<file path="config.mk">
export PLATFORM = sky130hd
export DESIGN_NAME = frame_validator
export DESIGN_NICKNAME = d
export VERILOG_FILES = /design/src/rtl/secure_pkg.sv /design/src/rtl/crc32_byte_step.sv /design/src/rtl/frame_validator.sv
export SDC_FILE = /design/constraint.sdc
export NUM_CORES = 2
export LEC_CHECK = 0
export CORE_AREA = 5 5 439 441
export DETAILED_ROUTE_END_ITERATION = 10
export DIE_AREA = 0 0 444 446
export GPL_ROUTABILITY_DRIVEN = 1
export SLEW_MARGIN = 20
export SYNTH_ARGS = -nofsm -noshare
export SYNTH_HDL_FRONTEND = slang
export SYNTH_SLANG_ARGS = --single-unit
</file>
<file path="constraint.sdc">
create_clock -name clk -period 34.1 [get_ports clk]
set_input_delay 8.525 -clock clk [delete_from_list [all_inputs] [get_ports clk]]
set_output_delay 8.525 -clock clk [all_outputs]
set_load 0.005 [all_outputs]
</file>
<file path="src/rtl/secure_pkg.sv">
// Shared constants and types for the secure link: frame types, confirmation
// codes, framing bytes, frame geometry, CRC-32 parameters and the validator FSM
// state enum.
package secure_pkg;

  // Frame geometry (bytes)
  localparam int unsigned DataBytes     = 64;
  localparam int unsigned PreambleBytes = 7;
  localparam int unsigned CrcBytes      = 4;
  localparam int unsigned FrameBytes    = PreambleBytes + DataBytes + CrcBytes;

  // Frame type byte
  localparam logic [7:0] TypeFirst  = 8'h00;
  localparam logic [7:0] TypeLast   = 8'h01;
  localparam logic [7:0] TypeNormal = 8'h02;
  localparam logic [7:0] TypeSingle = 8'h03;

  // Confirmation codes returned to the PC
  localparam logic [7:0] CodeOkay  = 8'h05;
  localparam logic [7:0] CodeError = 8'h04;
  localparam logic [7:0] CodeFatal = 8'h08;

  // Control bytes of the upstream RS-232 framing layer
  localparam logic [7:0] FrameSof    = 8'h06;
  localparam logic [7:0] FrameEof    = 8'h07;
  localparam logic [7:0] FrameEsc    = 8'h14;
  localparam logic [7:0] FrameEscXor = 8'h20;

  // CRC-32/BZIP2
  localparam logic [31:0] CrcPoly = 32'h04C11DB7;
  localparam logic [31:0] CrcInit = 32'hFFFFFFFF;
  localparam logic [31:0] CrcXout = 32'hFFFFFFFF;

  typedef enum logic [2:0] {
    StIdle,
    StCrc,
    StCheck,
    StOutput,
    StConfirm
  } state_e;

  // Payload length field is usable only for 1..max bytes
  function automatic logic len_is_valid(input logic [15:0] len, input int unsigned max_len);
    return (len != 16'd0) && (len <= 16'(max_len));
  endfunction

endpackage

</file>
<file path="src/rtl/crc32_byte_step.sv">
// One byte of a non-reflected CRC-32 (poly 0x04C11DB7), MSB first.
// Purely combinational.
module crc32_byte_step
  import secure_pkg::*;
(
  input  logic [31:0] crc_in,
  input  logic [7:0]  data_byte,
  output logic [31:0] crc_out
);

  logic [31:0] crc_work;

  // Eight shift/XOR steps with the byte pre-loaded into the top bits
  always_comb begin
    crc_work = crc_in ^ {data_byte, 24'h000000};
    for (int i = 0; i < 8; i++) begin
      if (crc_work[31]) begin
        crc_work = {crc_work[30:0], 1'b0} ^ CrcPoly;
      end else begin
        crc_work = {crc_work[30:0], 1'b0};
      end
    end
    crc_out = crc_work;
  end

endmodule

</file>
<file path="src/rtl/frame_validator.sv">
// Frame validator: checks CRC-32, length, type and (optionally) sequence
// number of a de-escaped frame, returns a confirmation code and forwards good
// payloads over valid/ready.
// Optional feature macro: FRAME_VALIDATOR_SEQ_CHECK_EN enables session and
// frame-number sequence checking.
module frame_validator
  import secure_pkg::*;
#(
  parameter int DATA_SIZE     = 64,
  parameter int PREAMBLE_SIZE = 7,
  parameter int CRC_SIZE      = 4,
  parameter int FRAME_SIZE    = (PREAMBLE_SIZE + DATA_SIZE + CRC_SIZE) * 8 - 1
) (
  input  logic                   clk,
  input  logic                   rst,
  input  logic [0:FRAME_SIZE]    fin,
  input  logic                   fin_valid,
  output logic                   confirm,
  output logic [7:0]             conf_code,
  output logic [0:DATA_SIZE*8-1] dout,
  output logic [6:0]             dout_len,
  output logic                   dout_first,
  output logic                   dout_last,
  output logic                   dout_valid,
  input  logic                   dout_ready,
  output logic                   busy
);

  localparam int NBytes   = PREAMBLE_SIZE + DATA_SIZE + CRC_SIZE;
  localparam int IdxW     = $clog2(NBytes);
  localparam int CrcOff   = PREAMBLE_SIZE + DATA_SIZE;
  localparam logic [IdxW-1:0] IdxLast = IdxW'(CrcOff - 1);

  state_e            state_q, state_d;
  logic [0:FRAME_SIZE] fin_q;
  logic [IdxW-1:0]   idx_q, idx_d;
  logic [31:0]       crc_q, crc_d, crc_step;
  logic [7:0]        code_d;
  logic              fin_valid_q;
  logic              fin_valid_block_q;
  logic              start, load_out;

  // Header/trailer fields of the latched frame
  logic [7:0]  type_b, len_lo;
  logic [15:0] len_field;
  logic [31:0] crc_rx;
  logic        crc_ok, len_ok, type_ok, seq_ok;

  assign type_b    = fin_q[0 +: 8];
  assign len_lo    = fin_q[16 +: 8];
  assign len_field = {fin_q[8 +: 8], len_lo};
  assign crc_rx    = fin_q[CrcOff*8 +: 32];

  assign crc_ok  = ((crc_q ^ CrcXout) == crc_rx);
  assign len_ok  = len_is_valid(len_field, DATA_SIZE);
  assign type_ok = (type_b <= TypeSingle);

  crc32_byte_step u_crc_step (
    .crc_in    (crc_q),
    .data_byte (fin_q[int'(idx_q)*8 +: 8]),
    .crc_out   (crc_step)
  );

`ifdef FRAME_VALIDATOR_SEQ_CHECK_EN
  logic        active_q;
  logic [31:0] last_nr_q;
  logic [31:0] frame_nr;
  logic        upd_sess, clear_sess;

  assign frame_nr   = fin_q[24 +: 32];
  assign seq_ok     = (type_b == TypeFirst) || (type_b == TypeSingle) ||
                      (active_q && (frame_nr == last_nr_q + 32'd1));
  assign upd_sess   = (state_q == StOutput) && dout_ready;
  // Fatal errors (bad type or sequence) tear down the session
  assign clear_sess = (state_q == StCheck) && crc_ok && len_ok && (!type_ok || !seq_ok);

  // Session register: advances only on an accepted payload handshake
  always_ff @(posedge clk) begin
    if (rst || clear_sess) begin
      active_q  <= 1'b0;
      last_nr_q <= 32'd0;
    end else if (upd_sess) begin
      case (type_b)
        TypeFirst: begin
          active_q  <= 1'b1;
          last_nr_q <= frame_nr;
        end
        TypeSingle: active_q  <= 1'b0;
        TypeNormal: last_nr_q <= last_nr_q + 32'd1;
        default: begin
          active_q  <= 1'b0;
          last_nr_q <= last_nr_q + 32'd1;
        end
      endcase
    end
  end
`else
  assign seq_ok = 1'b1;
`endif

  // Next-state and datapath control
  always_comb begin
    state_d  = state_q;
    idx_d    = idx_q;
    crc_d    = crc_q;
    code_d   = conf_code;
    start    = 1'b0;
    load_out = 1'b0;
    case (state_q)
      StIdle: begin
        if (fin_valid && !fin_valid_q && !fin_valid_block_q) begin
          start   = 1'b1;
          idx_d   = '0;
          crc_d   = CrcInit;
          state_d = StCrc;
        end
      end
      StCrc: begin
        crc_d = crc_step;
        idx_d = idx_q + 1'b1;
        if (idx_q == IdxLast) begin
          state_d = StCheck;
        end
      end
      StCheck: begin
        state_d = StConfirm;
        if (!crc_ok || !len_ok) begin
          code_d = CodeError;
        end else if (!type_ok || !seq_ok) begin
          code_d = CodeFatal;
        end else begin
          load_out = 1'b1;
          state_d  = StOutput;
        end
      end
      StOutput: begin
        if (dout_ready) begin
          code_d  = CodeOkay;
          state_d = StConfirm;
        end
      end
      StConfirm: state_d = StIdle;
      default:   state_d = StIdle;
    endcase
  end

  // State, CRC and output registers
  always_ff @(posedge clk) begin
    if (rst) begin
      state_q           <= StIdle;
      idx_q             <= '0;
      crc_q             <= CrcInit;
      fin_valid_q       <= 1'b0;
      // A level still high across reset must fall before it can trigger
      fin_valid_block_q <= fin_valid;
      conf_code         <= 8'h00;
      dout              <= '0;
      dout_len          <= 7'd0;
      dout_first        <= 1'b0;
      dout_last         <= 1'b0;
    end else begin
      state_q     <= state_d;
      idx_q       <= idx_d;
      crc_q       <= crc_d;
      conf_code   <= code_d;
      fin_valid_q <= fin_valid;
      if (!fin_valid) begin
        fin_valid_block_q <= 1'b0;
      end
      if (load_out) begin
        dout       <= fin_q[PREAMBLE_SIZE*8 +: DATA_SIZE*8];
        dout_len   <= len_lo[6:0];
        dout_first <= (type_b == TypeFirst) || (type_b == TypeSingle);
        dout_last  <= (type_b == TypeLast) || (type_b == TypeSingle);
      end
    end
  end

  // Frame capture; pure datapath, consumed only after a start
  always_ff @(posedge clk) begin
    if (start) begin
      fin_q <= fin;
    end
  end

  assign confirm    = (state_q == StConfirm);
  assign dout_valid = (state_q == StOutput);
  assign busy       = (state_q != StIdle);

endmodule
</file>
==> impl_metrics.yaml <==
logic_synthesis:
  postSynth.asyncResetShare_pct: 0
  synth_top_family_by_area: "simple AND/OR/NAND/NOR gates"
  ys_warn_count: 0
  netlist.area_leader.share_pct: 41.0
  synth_compound_area_share_pct: 8.39
  synthSimpleGateAreaFrac_pct: 11.3
  yosysMostFrequentCell: "nand2_1"
  netlist_instances: 3675
  ys_seq_area_share_pct: 66.8
  ys_dominant_reg_cell: "edfxtp_1"
  syn-cell-area_um2: 44000
  avgSynthCellArea_um2: 12.0
  ys_ff_latch: 1168
  synthDistinctLibCells: 71
  synth_mux_area_share_pct: 8.08
  synthAdderAreaFrac_pct: 0.0569
  synth_edf_count: 601
  synth_top_area_cell: "edfxtp_1"
  synthTopCellsByCount: "nand2_1, edfxtp_1, a21oi_1, dfxtp_1, clkbuf_1"
  synth_xor_area_share_pct: 2.42
  synth_area_leaders: "edfxtp_1, dfxtp_1, nand2_1, a21oi_1, mux4_2"
layout:
  final_area_um2: 62300
  fin_util_pct: 33.0
  syn2layout_area_growth_pct: 41.5
  layout-drive-gt1-share_pct: 8.89
  final_nets: 5350
cts:
  postCtsSetupBuffers: 0
  clk_path_buf_depth: 3
  cts_resized: 0
  cts_hold_buf: 0
  cts_tree: "yes"
  cts.sinks: 1168
  htree_levels: 4
  numCtsBuffers: 136
  clkTransAtPathRegs_ns: 0.06
  cts_root_buf: "clkbuf_16"
  insertion_delay_ns: 0.80
global_route:
  grt_overflow_total: 0
  busiest_layer: "met2"
  grt_usage_pct: 21.0
  antenna_found_initial: 48
  grt.met3_usage_pct: 5.55
  grt_max_degree: 204
  grt_pass1_wl_um: 288000
  grt_pass1_vias: 33340
  met2_usage_pct: 34.1
  gr-usage-met1_pct: 26.9
power_and_ir_drop:
  ir_drop_uv: 36.9
  powerDensity_nw_per_um2: 62.2
  p_leak_nw: 19.7
floorplanning:
  io_pins: 1136
  fp.dieH_um: 446
  die_w_um: 444
  fp.dieArea_um2: 198000
  start_util_pct: 23.3
  coreArea_um2: 189000
  rows: 160
min_path:
  hp-class: "flip-flop to flip-flop"
  hp-start: "dout[485]"
  hold_depth: 2
  worstHoldEndpoint: "dout[485]"
place:
  dpl_cell_area_um2: 57700
  gp_congestion: 0.951
  post-dp-hpwl_um: 167000
  io_buffers: 1130
  pre_cts_slack_ns: 20.51
sta:
  tns_ns: 0
  fin_skew_ns: 0.0327
  tightest_slew_ns: 1.18
  hold_violations: 0
  finalSetupViolations: 0
  whs_ns: 0.447
  layout_min_cycle_time_ns: 12.50
  rsz0062_at_grt: "false"
  max_freq_mhz: 80.0
  min_period_over_period_pct: 36.6
  slew_violations: 0
  slew_headroom_pct: 21.2
  setup_slack_ns: 21.60
detailed_routing:
  drt-initial-drc-count: 3252
  num_vias: 34039
  antenna_left: 0
  via_per_inst: 4.60
  drt-wirelength-per-cell_um: 29.4
  drc_errors: 0
  wl_um: 218000
  drtPass1Iterations: 5
critical_path:
  cp_max_fo: 121
  worstSetupPathType: "primary input to flip-flop"
  cp.buffers_inverters: 4
  rr_worst_depth: 13
  slowest_stage: "buf_4"
  arrival_ns: 13.22
  r2r_slack_ns: 27.74
  path_cells: "clkdlybuf4s50_1, nor3b_1, nand2_1, inv_8, buf_4, buf_4, nor2_1, nand2_1, o32a_1"
  critPathLaunchType: "primary input"
  reg2reg_to: "crc_q[28]"
  cp.required_ns: 34.82
  critPathCaptureType: "flip-flop"
  crit_family: "buffers and inverters"
  cp_slowest_stage_delay_ns: 0.95
  r2r_start: "idx_q[0]"
status:
  status: "finished, final reports clean"
flow_run:
  max_cap_viol_count: 0
per-layer routing:
metal / wire (um) / vias to the layer above / share of wire, %
met5: 104 / - / 0.048
met4: 7990 / 16 / 3.7
met3: 16500 / 284 / 7.6
met2: 104000 / 1466 / 48
met1: 89500 / 17167 / 41
li1: - / 15106 / -
metrics by stage:
| step | std cells | total power, mW |
|---|---|---|
| detailed placement | 7116 | 2.43 |
| global route | 7383 | 4.02 |
| CTS | 7367 | 3.92 |
| global placement | 7116 | 2.44 |
| finish | 7396 | 3.87 |
| floorplan | 3679 | 2.19 |
sequential cells by signal, summed over array words and instances, names as in the netlist:
name and count:
fin_valid_block_q 1, dout_last 1, crc_q 32, fin_q 600
conf_code 3, fin_valid_q 1, dout_len 7, dout_first 1
idx_q 7, dout 512, state_q 3
tightest hold or removal path, stage by stage, from the launching register on:
cell and delay [ns]:
dfxtp_1 0.30, nand2_1 0.05, a21oi_1 0.05
where the power goes:
group | internal [mW] | switching (mW) | leakage (nW) | total (mW)
logic | 0.303 | 0.394 | 7.37 | 0.696
registers | 1.60 | 0.0979 | 10.1 | 1.70
clock network | 0.854 | 0.624 | 2.19 | 1.48
total | 2.75 | 1.12 | 19.7 | 3.87
cell type report:
| cell class | count | area, um^2 |
|---|---|---|
| fill | 18941 | 127000 |
| sequential | 1168 | 29400 |
| multi-input combinational | 2251 | 13400 |
| timing repair buffer | 1176 | 11700 |
| clock buffer | 191 | 3830 |
| tap | 2511 | 3140 |
| clock inverter | 60 | 654 |
| antenna | 28 | 70.1 |
| inverter | 11 | 48.8 |
worst max path at each step:
stage	depth (start not counted)	from	endpoint
2_1_floorplan	4	fin_valid	fin_q[0]
3_3_place_gp	10	fin_valid	crc_q[13]
3_5_place_dp	9	fin_valid	crc_q[12]
4_1_cts	9	fin_valid	crc_q[12]
5_1_grt	10	fin_valid	crc_q[7]
6_report	9	fin_valid	crc_q[12]
cell families after synthesis:
logic type / count (synthesis)
AOI/OAI and AO/OA: 677
xor gates and xnor gates: 101
adders and majority gates: 2
buffers and inverters: 260
DFF: 1168
muxes: 205
other: 1
and+or+nand+nor: 1261
cell usage in the layout (no fill, tap or decap), types with 7 or more instances in the layout:
cell type	instances
a21oi_1	571
a221oi_1	9
a22oi_1	24
a31oi_1	7
buf_4	42
bufinv_16	8
clkbuf_1	34
clkbuf_16	137
clkbuf_8	20
clkdlybuf4s50_1	1129
clkinv_1	15
clkinv_2	14
dfxtp_1	561
diode_2	28
edfxtp_1	601
inv_1	7
inv_6	11
mux2_2	12
mux2i_1	74
mux4_2	119
nand2_1	1086
nand2b_1	7
nand3_1	23
nand4_1	8
nor2_1	54
nor2b_1	10
nor3_1	19
nor4_1	11
o21ai_0	9
o22ai_1	16
or2_2	8
xnor2_1	59
xnor2_2	8
xor2_1	26
(Power assumes the default switching activity.)
